## config.mk

```make
export PLATFORM = sky130hd
export DESIGN_NAME = mem_request_seq_flat
export DESIGN_NICKNAME = d
export VERILOG_FILES = /design/src/rtl/mem_request_seq_if.sv /design/src/rtl/mem_request_seq.sv /design/src/flat_wrapper.sv
export SDC_FILE = /design/constraint.sdc
export NUM_CORES = 1
export LEC_CHECK = 0
export CORE_MARGIN = 2
export CORE_UTILIZATION = 54
export DETAILED_ROUTE_END_ITERATION = 8
export PLACE_DENSITY_LB_ADDON = 0.3
export RECOVER_POWER = 25
export SKIP_LAST_GASP = 1
export SYNTH_ARGS = -nofsm -noshare
export SYNTH_HDL_FRONTEND = slang
export SYNTH_SLANG_ARGS = --single-unit
```

## constraint.sdc

```tcl
create_clock -name clock -period 6.1 [get_ports clock]
set_clock_uncertainty 0.15 [all_clocks]
set_input_delay 1.22 -clock clock [delete_from_list [all_inputs] [get_ports clock]]
set_output_delay 1.22 -clock clock [all_outputs]
set_load 0.01 [all_outputs]
```

## src/rtl/mem_request_seq_if.sv

```systemverilog
// mem_request_seq_if
// Groups every signal between the request sequencer and its neighbours:
//   req_* : user-side request channel (valid/ready)
//   mem_* : drive/return signals of the LRU write-back cache
//   rsp_* : one-cycle response pulse back to the user side
//   hit_count / miss_count : saturating statistics for the board display
// Modports:
//   slave  : the sequencer's view (accepts requests, drives the cache)
//   master : the environment's view (issues requests, models the cache)
//
// Handshake: a request transfers on the rising edge where req_valid and
// req_ready are both 1. req_* are sampled only on that edge. rsp_valid is
// a one-cycle pulse with no back-pressure; rsp_data/rsp_hit/rsp_error are
// meaningful only while it is high.
interface mem_request_seq_if #(
  parameter int ADDR_WIDTH = 5,
  parameter int DATA_WIDTH = 8
);
  logic                  req_valid;
  logic                  req_ready;
  logic                  req_wren;
  logic [ADDR_WIDTH-1:0] req_address;
  logic [DATA_WIDTH-1:0] req_data;

  logic [ADDR_WIDTH-1:0] mem_address;
  logic [DATA_WIDTH-1:0] mem_data;
  logic                  mem_wren;
  logic [DATA_WIDTH-1:0] mem_q;
  logic                  mem_valid;

  logic                  rsp_valid;
  logic [DATA_WIDTH-1:0] rsp_data;
  logic                  rsp_hit;
  logic                  rsp_error;

  logic [7:0]            hit_count;
  logic [7:0]            miss_count;

  modport slave (
    input  req_valid, req_wren, req_address, req_data, mem_q, mem_valid,
    output req_ready, mem_address, mem_data, mem_wren,
           rsp_valid, rsp_data, rsp_hit, rsp_error, hit_count, miss_count
  );

  modport master (
    output req_valid, req_wren, req_address, req_data, mem_q, mem_valid,
    input  req_ready, mem_address, mem_data, mem_wren,
           rsp_valid, rsp_data, rsp_hit, rsp_error, hit_count, miss_count
  );
endinterface

```

## src/rtl/mem_request_seq.sv

```systemverilog
// mem_request_seq
// Request sequencer upstream of the 4-line LRU write-back cache. Accepts one
// read/write request at a time, drives the cache address/data/wren from
// registers, waits for the cache's level-style valid and returns the data
// tagged hit/miss (or error on timeout). Keeps saturating hit/miss counters.
// Ports:
//   clock     : sole clock, posedge
//   reset     : synchronous, active-high
//   bus       : mem_request_seq_if.slave (req_*, mem_*, rsp_*, counters)
//   dbg_state : current FSM state (IDLE=0 GUARD=1 SETTLE=2 WAIT=3 RESP=4)
// TIMEOUT must lie in 3..15 (the latency counter is 4 bits wide).
module mem_request_seq #(
  parameter int ADDR_WIDTH = 5,
  parameter int DATA_WIDTH = 8,
  parameter int TIMEOUT    = 15
) (
  input  logic                 clock,
  input  logic                 reset,
  mem_request_seq_if.slave     bus,
  output logic [2:0]           dbg_state
);

  typedef enum logic [2:0] {
    S_IDLE   = 3'd0,
    S_GUARD  = 3'd1,
    S_SETTLE = 3'd2,
    S_WAIT   = 3'd3,
    S_RESP   = 3'd4
  } state_t;

  localparam logic [3:0] LAT_LAST = 4'(TIMEOUT - 1);

  state_t                state_q, state_d;
  logic [ADDR_WIDTH-1:0] mem_address_q, mem_address_d;
  logic [DATA_WIDTH-1:0] mem_data_q, mem_data_d;
  logic                  mem_wren_q, mem_wren_d;
  logic [ADDR_WIDTH-1:0] lreq_address_q, lreq_address_d;
  logic [DATA_WIDTH-1:0] lreq_data_q, lreq_data_d;
  logic                  lreq_wren_q, lreq_wren_d;
  logic [3:0]            lat_q, lat_d;
  logic                  guard_q, guard_d;
  logic [DATA_WIDTH-1:0] rsp_data_q, rsp_data_d;
  logic                  rsp_hit_q, rsp_hit_d;
  logic                  rsp_error_q, rsp_error_d;
  logic [7:0]            hit_count_q, hit_count_d;
  logic [7:0]            miss_count_q, miss_count_d;

  always_ff @(posedge clock) begin
    if (reset) begin
      state_q        <= S_IDLE;
      mem_address_q  <= '0;
      mem_data_q     <= '0;
      mem_wren_q     <= 1'b0;
      lreq_address_q <= '0;
      lreq_data_q    <= '0;
      lreq_wren_q    <= 1'b0;
      lat_q          <= '0;
      guard_q        <= 1'b0;
      rsp_data_q     <= '0;
      rsp_hit_q      <= 1'b0;
      rsp_error_q    <= 1'b0;
      hit_count_q    <= '0;
      miss_count_q   <= '0;
    end else begin
      state_q        <= state_d;
      mem_address_q  <= mem_address_d;
      mem_data_q     <= mem_data_d;
      mem_wren_q     <= mem_wren_d;
      lreq_address_q <= lreq_address_d;
      lreq_data_q    <= lreq_data_d;
      lreq_wren_q    <= lreq_wren_d;
      lat_q          <= lat_d;
      guard_q        <= guard_d;
      rsp_data_q     <= rsp_data_d;
      rsp_hit_q      <= rsp_hit_d;
      rsp_error_q    <= rsp_error_d;
      hit_count_q    <= hit_count_d;
      miss_count_q   <= miss_count_d;
    end
  end

  always_comb begin
    state_d        = state_q;
    mem_address_d  = mem_address_q;
    mem_data_d     = mem_data_q;
    mem_wren_d     = mem_wren_q;
    lreq_address_d = lreq_address_q;
    lreq_data_d    = lreq_data_q;
    lreq_wren_d    = lreq_wren_q;
    lat_d          = lat_q;
    guard_d        = guard_q;
    rsp_data_d     = rsp_data_q;
    rsp_hit_d      = rsp_hit_q;
    rsp_error_d    = rsp_error_q;
    hit_count_d    = hit_count_q;
    miss_count_d   = miss_count_q;

    case (state_q)
      S_IDLE: begin
        if (bus.req_valid) begin
          lreq_address_d = bus.req_address;
          lreq_data_d    = bus.req_data;
          lreq_wren_d    = bus.req_wren;
          // The cache only starts an access when address or wren changes,
          // so an identical request must first be separated by a dummy read.
          if (bus.req_address == mem_address_q && bus.req_wren == mem_wren_q) begin
            state_d = S_GUARD;
          end else begin
            mem_address_d = bus.req_address;
            mem_data_d    = bus.req_data;
            mem_wren_d    = bus.req_wren;
            lat_d         = '0;
            state_d       = S_SETTLE;
          end
        end
      end
      S_GUARD: begin
        mem_address_d = mem_address_q ^ ADDR_WIDTH'(1);
        mem_wren_d    = 1'b0;
        lat_d         = '0;
        guard_d       = 1'b1;
        state_d       = S_SETTLE;
      end
      S_SETTLE: begin
        // The cache's valid still reflects the previous access here.
        state_d = S_WAIT;
      end
      S_WAIT: begin
        if (bus.mem_valid) begin
          if (guard_q) begin
            guard_d       = 1'b0;
            mem_address_d = lreq_address_q;
            mem_data_d    = lreq_data_q;
            mem_wren_d    = lreq_wren_q;
            lat_d         = '0;
            state_d       = S_SETTLE;
          end else begin
            rsp_data_d  = bus.mem_q;
            rsp_hit_d   = (lat_q == 4'd0);
            rsp_error_d = 1'b0;
            state_d     = S_RESP;
          end
        end else if (lat_q == LAT_LAST) begin
          rsp_data_d  = '0;
          rsp_hit_d   = 1'b0;
          rsp_error_d = 1'b1;
          guard_d     = 1'b0;
          state_d     = S_RESP;
        end else begin
          lat_d = lat_q + 4'd1;
        end
      end
      S_RESP: begin
        if (!rsp_error_q) begin
          if (rsp_hit_q) begin
            if (hit_count_q != 8'hFF) hit_count_d = hit_count_q + 8'd1;
          end else begin
            if (miss_count_q != 8'hFF) miss_count_d = miss_count_q + 8'd1;
          end
        end
        state_d = S_IDLE;
      end
      default: state_d = S_IDLE;
    endcase
  end

  assign bus.req_ready   = (state_q == S_IDLE);
  assign bus.rsp_valid   = (state_q == S_RESP);
  assign bus.mem_address = mem_address_q;
  assign bus.mem_data    = mem_data_q;
  assign bus.mem_wren    = mem_wren_q;
  assign bus.rsp_data    = rsp_data_q;
  assign bus.rsp_hit     = rsp_hit_q;
  assign bus.rsp_error   = rsp_error_q;
  assign bus.hit_count   = hit_count_q;
  assign bus.miss_count  = miss_count_q;
  assign dbg_state       = state_q;

endmodule

```

## src/flat_wrapper.sv

```systemverilog
// flat-port wrapper written by rule: the top's interface ports become plain ports
module mem_request_seq_flat 
#(
  parameter int ADDR_WIDTH = 5,
  parameter int DATA_WIDTH = 8,
  parameter int TIMEOUT    = 15
)
  (clock, reset, dbg_state, bus_req_valid, bus_req_wren, bus_req_address, bus_req_data, bus_mem_q, bus_mem_valid, bus_req_ready, bus_mem_address, bus_mem_data, bus_mem_wren, bus_rsp_valid, bus_rsp_data, bus_rsp_hit, bus_rsp_error, bus_hit_count, bus_miss_count);
  mem_request_seq_if #(.ADDR_WIDTH(ADDR_WIDTH), .DATA_WIDTH(DATA_WIDTH)) bus_i ();
  input  logic clock;
  input  logic reset;
  output logic [2:0] dbg_state;
  input wire logic [$bits(bus_i.req_valid)-1:0] bus_req_valid;
  input wire logic [$bits(bus_i.req_wren)-1:0] bus_req_wren;
  input wire logic [$bits(bus_i.req_address)-1:0] bus_req_address;
  input wire logic [$bits(bus_i.req_data)-1:0] bus_req_data;
  input wire logic [$bits(bus_i.mem_q)-1:0] bus_mem_q;
  input wire logic [$bits(bus_i.mem_valid)-1:0] bus_mem_valid;
  output wire logic [$bits(bus_i.req_ready)-1:0] bus_req_ready;
  output wire logic [$bits(bus_i.mem_address)-1:0] bus_mem_address;
  output wire logic [$bits(bus_i.mem_data)-1:0] bus_mem_data;
  output wire logic [$bits(bus_i.mem_wren)-1:0] bus_mem_wren;
  output wire logic [$bits(bus_i.rsp_valid)-1:0] bus_rsp_valid;
  output wire logic [$bits(bus_i.rsp_data)-1:0] bus_rsp_data;
  output wire logic [$bits(bus_i.rsp_hit)-1:0] bus_rsp_hit;
  output wire logic [$bits(bus_i.rsp_error)-1:0] bus_rsp_error;
  output wire logic [$bits(bus_i.hit_count)-1:0] bus_hit_count;
  output wire logic [$bits(bus_i.miss_count)-1:0] bus_miss_count;
  assign bus_i.req_valid = bus_req_valid;
  assign bus_i.req_wren = bus_req_wren;
  assign bus_i.req_address = bus_req_address;
  assign bus_i.req_data = bus_req_data;
  assign bus_i.mem_q = bus_mem_q;
  assign bus_i.mem_valid = bus_mem_valid;
  assign bus_req_ready = bus_i.req_ready;
  assign bus_mem_address = bus_i.mem_address;
  assign bus_mem_data = bus_i.mem_data;
  assign bus_mem_wren = bus_i.mem_wren;
  assign bus_rsp_valid = bus_i.rsp_valid;
  assign bus_rsp_data = bus_i.rsp_data;
  assign bus_rsp_hit = bus_i.rsp_hit;
  assign bus_rsp_error = bus_i.rsp_error;
  assign bus_hit_count = bus_i.hit_count;
  assign bus_miss_count = bus_i.miss_count;
  mem_request_seq #(.ADDR_WIDTH(ADDR_WIDTH), .DATA_WIDTH(DATA_WIDTH), .TIMEOUT(TIMEOUT)) u_core (.clock(clock), .reset(reset), .bus(bus_i), .dbg_state(dbg_state));
endmodule
```

# After elaboration in Yosys (flattened, before gate mapping)
# Cells that the tools add are included.
# W data, S select, Z words.
[op_classes]
muxes = 38
div = 0
bitwise_logic = 4
eq_ne = 17
shift = 0
n_addsub = 3
magnitude_cmp = 0
mul = 0
n_reduce_logical = 17
[op_table]
columns = ["op", "n"]
rows = [
  ["$mux W8", 7],
  ["$mux W4", 5],
  ["$mux W5", 4],
  ["$add A8 B1 Y8 const B", 2],
  ["$ne A8 B8 Y1 const B", 2],
  ["$pmux W8 S2", 1],
  ["$pmux W5 S3", 1],
  ["$reduce_and A5 Y1", 3],
  ["$mux W3", 4],
  ["$pmux W3 S4", 1],
  ["$pmux W4 S3", 1],
  ["$mux W1", 11],
  ["$ne A2 B2 Y1 const B", 4],
  ["$reduce_and A4 Y1", 2],
  ["$eq A3 B2 Y1 const B", 2],
  ["$ne A3 B2 Y1 const B", 2],
  ["$reduce_and A2 Y1", 3],
  ["$reduce_and A6 Y1", 1],
  ["$reduce_bool A2 Y1", 3],
  ["$eq A5 B5 Y1", 1],
  ["$add A4 B1 Y4 const B", 1],
  ["$eq A4 B4 Y1 const B", 1],
  ["$logic_not A4 Y1", 1],
  ["$not A1 Y1", 4],
  ["12 further kinds", 12],
]
[totals]
regBits = 62
input_bits = 26
ram_bits = 0
mem_bits_ro = 0
output_inout_bits = 45
memories = 0
word_cells = 94
latchBits = 0

# Logic depth before layout (Yosys ltp)
# Gate-level depths: netlist of the first run.
[depth]
depth_word = 5
mapped_depth = 7

# Worst setup path before layout of the first run
# OpenSTA, ideal clock, no wires.
[synth_timing]
path_kind = "input port to flip-flop"
from = "in bus_req_valid"
to = "reg u_core.mem_data_q[1], in the netlist u_core.bus.mem_data[1]"
cell_stages = 5
path_buffers = 1
arrival_ns = 2.527
path_slack_ns = 3.302
setup_time_ns = 0.121
path_cell_list = "nor4b_2 o21ai_1 nand3_1 buf_4 mux2_2"
[synth_via]
elab_chain_len = 2
[synth_rtl]
columns = ["item", "line_no", "text"]
rows = [
  ["from (decl)", "flat_wrapper.sv:13", "input wire logic [$bits(bus_i.req_valid)-1:0] bus_req_valid;"],
  ["$ne A2 B2 Y1 (no line)", "-", ""],
  ["$reduce_and A5 Y1 (no line)", "-", ""],
  ["to (signal assigned)", "mem_request_seq.sv:67", "mem_data_q <= mem_data_d;"],
  ["to (decl)", "mem_request_seq.sv:35", "logic [DATA_WIDTH-1:0] mem_data_q, mem_data_d;"],
]
# No other way between the ends.
# A chain may end at the register's enable or synchronous reset.

# Worst setup path in the final report of the first run
# Ends and elaborated chain as after synthesis.

==> results of run 1 <==
flip-flops by register name (all words and copies together), names as in the netlist:
register	flops
u_core.bus.rsp_data	8
u_core.bus.mem_wren	1
u_core.bus.hit_count	8
u_core.guard_q	1
u_core.lreq_address_q	5
u_core.lreq_wren_q	1
u_core.bus.mem_data	8
u_core.bus.miss_count	8
u_core.bus.rsp_error	1
u_core.lreq_data_q	8
u_core.bus.rsp_hit	1
u_core.lat_q	4
u_core.dbg_state	3
u_core.bus.mem_address	5
through the flow:
stage               hold WS (ns)  worst slack (ns)  area (sq um)  std cells
floorplan                  0.282              3.30          3040        368
global route               0.320              2.07          3910        504
CTS                        0.303              2.63          3950        504
finish                     0.302              2.26          3910        504
global placement           0.288              2.52          3750        489
detailed placement         0.294              2.41          3750        489
final cells by class:
type | instances | area share (%)
Multi-Input combinational cell | 276 | 41.9
Sequential cell | 62 | 31.8
Timing Repair Buffer | 72 | 18.1
Clock buffer | 11 | 3.36
Tap cell | 72 | 2.31
Clock inverter | 4 | 1.86
Inverter | 7 | 0.673
logic make-up (layout without fill, tap and decap cells):
group / Yosys count / count (layout) / share of synthesized area [%]
simple gates: 168 / 168 / 27.8
compound gates: 80 / 80 / 17.6
buf+inv: 30 / 94 / 4.03
mux: 15 / 15 / 5.39
fa+ha+maj: 5 / 5 / 2.06
flops: 62 / 62 / 40.8
xor+xnor: 8 / 8 / 2.30
critical path, stage by stage:
cell	delay, ns
dlygate4sd3_1	0.61
nor4b_1	0.25
clkbuf_1	0.63
o21ai_1	0.34
nand3_1	0.47
mux2_2	0.40
layout by cell type, fill, tap and decap left out, types with 4 or more instances in the layout:
cell type,count
inv_1,6
dfxtp_1,62
clkdlybuf4s50_1,68
nand3_1,28
nor2b_1,13
mux2_2,10
nor2_1,21
a21oi_1,45
and4b_1,4
a211oi_1,4
xor2_1,7
nor3_1,8
clkbuf_8,9
nand2_1,64
o21ai_0,4
mux2i_1,4
nand4_1,8
a311oi_1,7
ha_1,5
routing by layer:
layer / up-vias / part of all wire [%] / global-route usage [%]
met5: - / 0 / 0
met4: 0 / 1.0 / 10.2
met3: 9 / 6.6 / 7.39
met2: 101 / 48 / 40.0
met1: 1374 / 44 / 34.2
li1: 1432 / - / -
path summary, 6_finish.rpt:
| path | start | end | slack [ns] |
|---|---|---|---|
| min | u_core.lreq_address_q[0] | u_core.lreq_address_q[0] | 0.30 |
| max reg2reg | u_core.dbg_state[1] | u_core.bus.mem_data[1] | 3.02 |
| max | bus_req_valid | u_core.bus.mem_data[1] | 2.26 |
| min reg2reg | u_core.lreq_address_q[0] | u_core.lreq_address_q[0] | 0.30 |
power by group:
part / internal, mW / switching, mW / total (mW)
Combinational: 0.0789 / 0.0804 / 0.159
Clock: 0.227 / 0.162 / 0.389
Sequential: 0.426 / 0.0214 / 0.448
==> impl_metrics.env, run 1 <==
export IMPL_status="finished, final reports clean"
export IMPL_cts_resized=0
export IMPL_multi_input_area_sq_um=1640
export IMPL_wl_per_cell_microns=15.1
export IMPL_area_delta_synth_final_pct=28.4
export IMPL_p_leak_nw=1.41
export IMPL_total_power_mw=0.996
export IMPL_root_buffer="clkbuf_8"
export IMPL_yosysMostFrequentCell="nand2_1"
export IMPL_ir_drop_v=0.000188
export IMPL_yosysSeqAreaShare_pct=40.8
export IMPL_syn_instance_count=368
export IMPL_cts_buffers=9
export IMPL_first_global_vias=2658
export IMPL_critical_path_arrival_ns=3.93
export IMPL_nets=459
export IMPL_die_width_microns=79.1
export IMPL_fin_tns_setup_ns=0
export IMPL_yosys_warnings=0
export IMPL_row_count=27
export IMPL_diodes=0
export IMPL_place_congestion=0.861
export IMPL_grt_overflow_total=0
export IMPL_synthArstFlopShare_pct=0
export IMPL_cts_hold_buf=0
export IMPL_cap_violations=0
export IMPL_synth_cell_type_count=53
export IMPL_htree_levels=3
export IMPL_drt_pass1_iterations=5
export IMPL_detail_route_antenna_nets=0
export IMPL_synthTopCellsByCount="64 x nand2_1, 62 x dfxtp_1, 45 x a21oi_1"
export IMPL_cp_start_kind="input port"
export IMPL_clock_sinks=62
export IMPL_required_ns=6.18
export IMPL_synth_area_per_cell_sq_um=8.27
export IMPL_crit_fanout=16
export IMPL_rsz0062_at_grt="no"
export IMPL_cts_buffer_depth=2
export IMPL_synth_main_ff_cell="dfxtp_1"
export IMPL_finalHoldViolCount=0
export IMPL_setup_violations=0
export IMPL_netlist_area_sq_um=3040
export IMPL_yosysTopAreaCell="dfxtp_1"
export IMPL_tightestPinTransition_ns=1.15
export IMPL_vias_per_cell=5.79
export IMPL_insertion_delay_ns=0.35
export IMPL_pwr_density_cell_nw_per_um2=255
export IMPL_synthTopCellsByArea="dfxtp_1 41%, nand2_1 7.9%, a21oi_1 7.4%"
export IMPL_fmax_ghz=0.260
export IMPL_cp_end_kind="flop"
export IMPL_max_slew_margin_pct=23.5
export IMPL_vias=2916
export IMPL_reg2reg_depth=5
export IMPL_final_util_pct=71.4
export IMPL_dp_hpwl_mm=5.08
export IMPL_drive_gt1_share_pct=6.71
export IMPL_start_util_pct=55.6
export IMPL_ys_ff_latch=62
export IMPL_drtIter0Drc=260
export IMPL_cts_tree="built"
export IMPL_die_height_microns=79.1
export IMPL_path_class="input port to flop"
export IMPL_drcViolationCount=0
export IMPL_grtUsageTotal_pct=25.9
export IMPL_ios=71
export IMPL_yosysTopAreaCellShare_pct=40.8
export IMPL_nFillCells=458
export IMPL_portBuffers=70
export IMPL_holdCritPathClass="flop to flop"
export IMPL_grt_antenna_before_repair=0
export IMPL_grt_start_max_net_pins=72
export IMPL_wl_mm=7.63
export IMPL_fp_coreArea_sq_um=5470
export IMPL_grt_pass1_wl_mm=12.7
export IMPL_finalCriticalPeriod_ns=3.84
export IMPL_post_cts_buffers=0
export IMPL_synthesis_nets=399
export IMPL_fin_crit_sh_pct=63.0
export IMPL_die_area_sq_um=6250
export IMPL_final_max_slew_viol_count=0
export IMPL_clkTransAtPathRegs_ns=0.07
export IMPL_hold_depth=2
export IMPL_ff_latch_area_sq_um=1240
export IMPL_synth_edf_count=0
No activity file was read; power rests on OpenSTA's default activity.
==> run 2: changes to the inputs <==
CORE_UTILIZATION = 45   (was 54)
clock period = 3.4 ns   (was 6.1 ns; I/O delays follow)
==> impl_metrics.env, run 2 (same netlist as run 1, synthesis figures left out) <==
export IMPL_row_count=29
export IMPL_root_buffer="clkbuf_8"
export IMPL_fp_coreArea_sq_um=6460
export IMPL_wl_per_cell_microns=14.9
export IMPL_most_common_layout_cells="64 x nand2_1, 62 x dfxtp_1, 45 x a21oi_1, 45 x clkdlybuf4s50_1, 28 x nand3_1"
export IMPL_grt_antenna_before_repair=0
export IMPL_die_area_sq_um=7430
export IMPL_finalCriticalPeriod_ns=2.95
export IMPL_diodes=0
export IMPL_vias=2893
export IMPL_die_width_microns=86.2
export IMPL_nets=465
export IMPL_cap_violations=0
export IMPL_pwr_density_cell_nw_per_um2=450
export IMPL_p_leak_nw=1.53
export IMPL_area_delta_synth_final_pct=31.6
export IMPL_cts_hold_buf=0
export IMPL_fmax_ghz=0.339
export IMPL_met2_usage_pct=31.7
export IMPL_hold_depth=2
export IMPL_fin_tns_setup_ns=0
export IMPL_first_global_vias=2654
export IMPL_start_util_pct=47.1
export IMPL_grt_most_used_layer="met2"
export IMPL_post_cts_buffers=0
export IMPL_clkTransAtPathRegs_ns=0.07
export IMPL_insertion_delay_ns=0.35
export IMPL_place_congestion=0.860
export IMPL_grt_pass1_wl_mm=12.7
export IMPL_cp_end_kind="primary output"
export IMPL_cts_resized=0
export IMPL_drive_gt1_share_pct=9.34
export IMPL_grtUsageTotal_pct=21.4
export IMPL_grt_overflow_total=0
export IMPL_required_ns=2.57
export IMPL_tightestPinTransition_ns=0.956
export IMPL_vias_per_cell=5.61
export IMPL_ios=71
export IMPL_setup_violations=0
export IMPL_grtUsageMet3_pct=3.62
export IMPL_critical_path_arrival_ns=2.12
export IMPL_detail_route_antenna_nets=0
export IMPL_rsz0062_at_grt="no"
export IMPL_status="finished, final reports clean"
export IMPL_cp_start_kind="flop"
export IMPL_portBuffers=70
export IMPL_reg2reg_depth=4
export IMPL_fin_hold_ws_ns=0.301
export IMPL_fin_crit_sh_pct=86.8
export IMPL_drt_pass1_iterations=4
export IMPL_wl_mm=7.70
export IMPL_final_max_slew_viol_count=0
export IMPL_cts_buffers=9
export IMPL_path_class="flop to primary output"
export IMPL_grtUsageMet1_pct=29.7
export IMPL_clock_sinks=62
export IMPL_placed_cells=500
export IMPL_die_height_microns=86.2
export IMPL_grt_start_max_net_pins=71
export IMPL_mostFrequentLayoutCell="nand2_1"
export IMPL_max_slew_margin_pct=36.1
export IMPL_ir_drop_v=0.000258
export IMPL_drtIter0Drc=167
export IMPL_drcViolationCount=0
export IMPL_stdcell_count=516
export IMPL_cts_tree="built"
export IMPL_crit_fanout=28
export IMPL_dp_hpwl_mm=5.17
export IMPL_finalHoldViolCount=0
export IMPL_htree_levels=3
export IMPL_holdCritPathClass="flop to flop"
export IMPL_total_power_mw=1.80
export IMPL_cts_buffer_depth=2
run 2: changes by cell type in the layout (fill, tap and decap cells not counted), sizes merged:
cell	before	now
dlygate4sd3	1	24
clkdlybuf4s50	68	45
buf	2	8
clkbuf	12	11
clkinv	2	4
run 2: final timing paths:
path	startpoint	end	slack [ns]
worst min-delay path	u_core.bus.rsp_data[2]	u_core.bus.rsp_data[2]	0.30
worst max-delay path	u_core.dbg_state[1]	bus_rsp_valid	0.45
worst max register to register	u_core.dbg_state[1]	u_core.bus.mem_data[2]	0.78
worst min register to register	u_core.bus.rsp_data[2]	u_core.bus.rsp_data[2]	0.30
run 2: layer usage:
metal,wire (microns),part of all wire (%)
met1,3570,46
met2,3550,46
met3,372,4.8
met4,208,2.7
met5,0,0
run 2: final cells by class:
cell class,count,area (sq um)
inverter,7,26.3
fill,570,2460
multi-input combinational,276,1670
sequential,62,1240
clock buffer,10,128
tap,77,96.3
timing repair buffer,78,752
clock inverter,6,86.3
run 2: per-stage QoR:
stage               util, %  setup WS (ns)  instance area (sq um)
floorplan                 -           1.14                   3040
global placement       58.8          0.435                   3800
detailed placement     58.8          0.384                   3800
CTS                    62.1          0.430                   4010
global route           62.0          0.332                   4000
finish                 62.0          0.449                   4000
run 2: where the power goes:
| part | leakage, nW | switching [mW] | internal, mW |
|---|---|---|---|
| registers | 0.505 | 0.0381 | 0.765 |
| logic | 0.915 | 0.147 | 0.141 |
| clock network | 0.106 | 0.298 | 0.411 |
run 2: worst max-delay path: stages (launching register included):
cell             delay [ns]
dfxtp_1                0.95
nor2_1                 0.16
and2_1                 0.21
clkdlybuf4s50_1        0.47
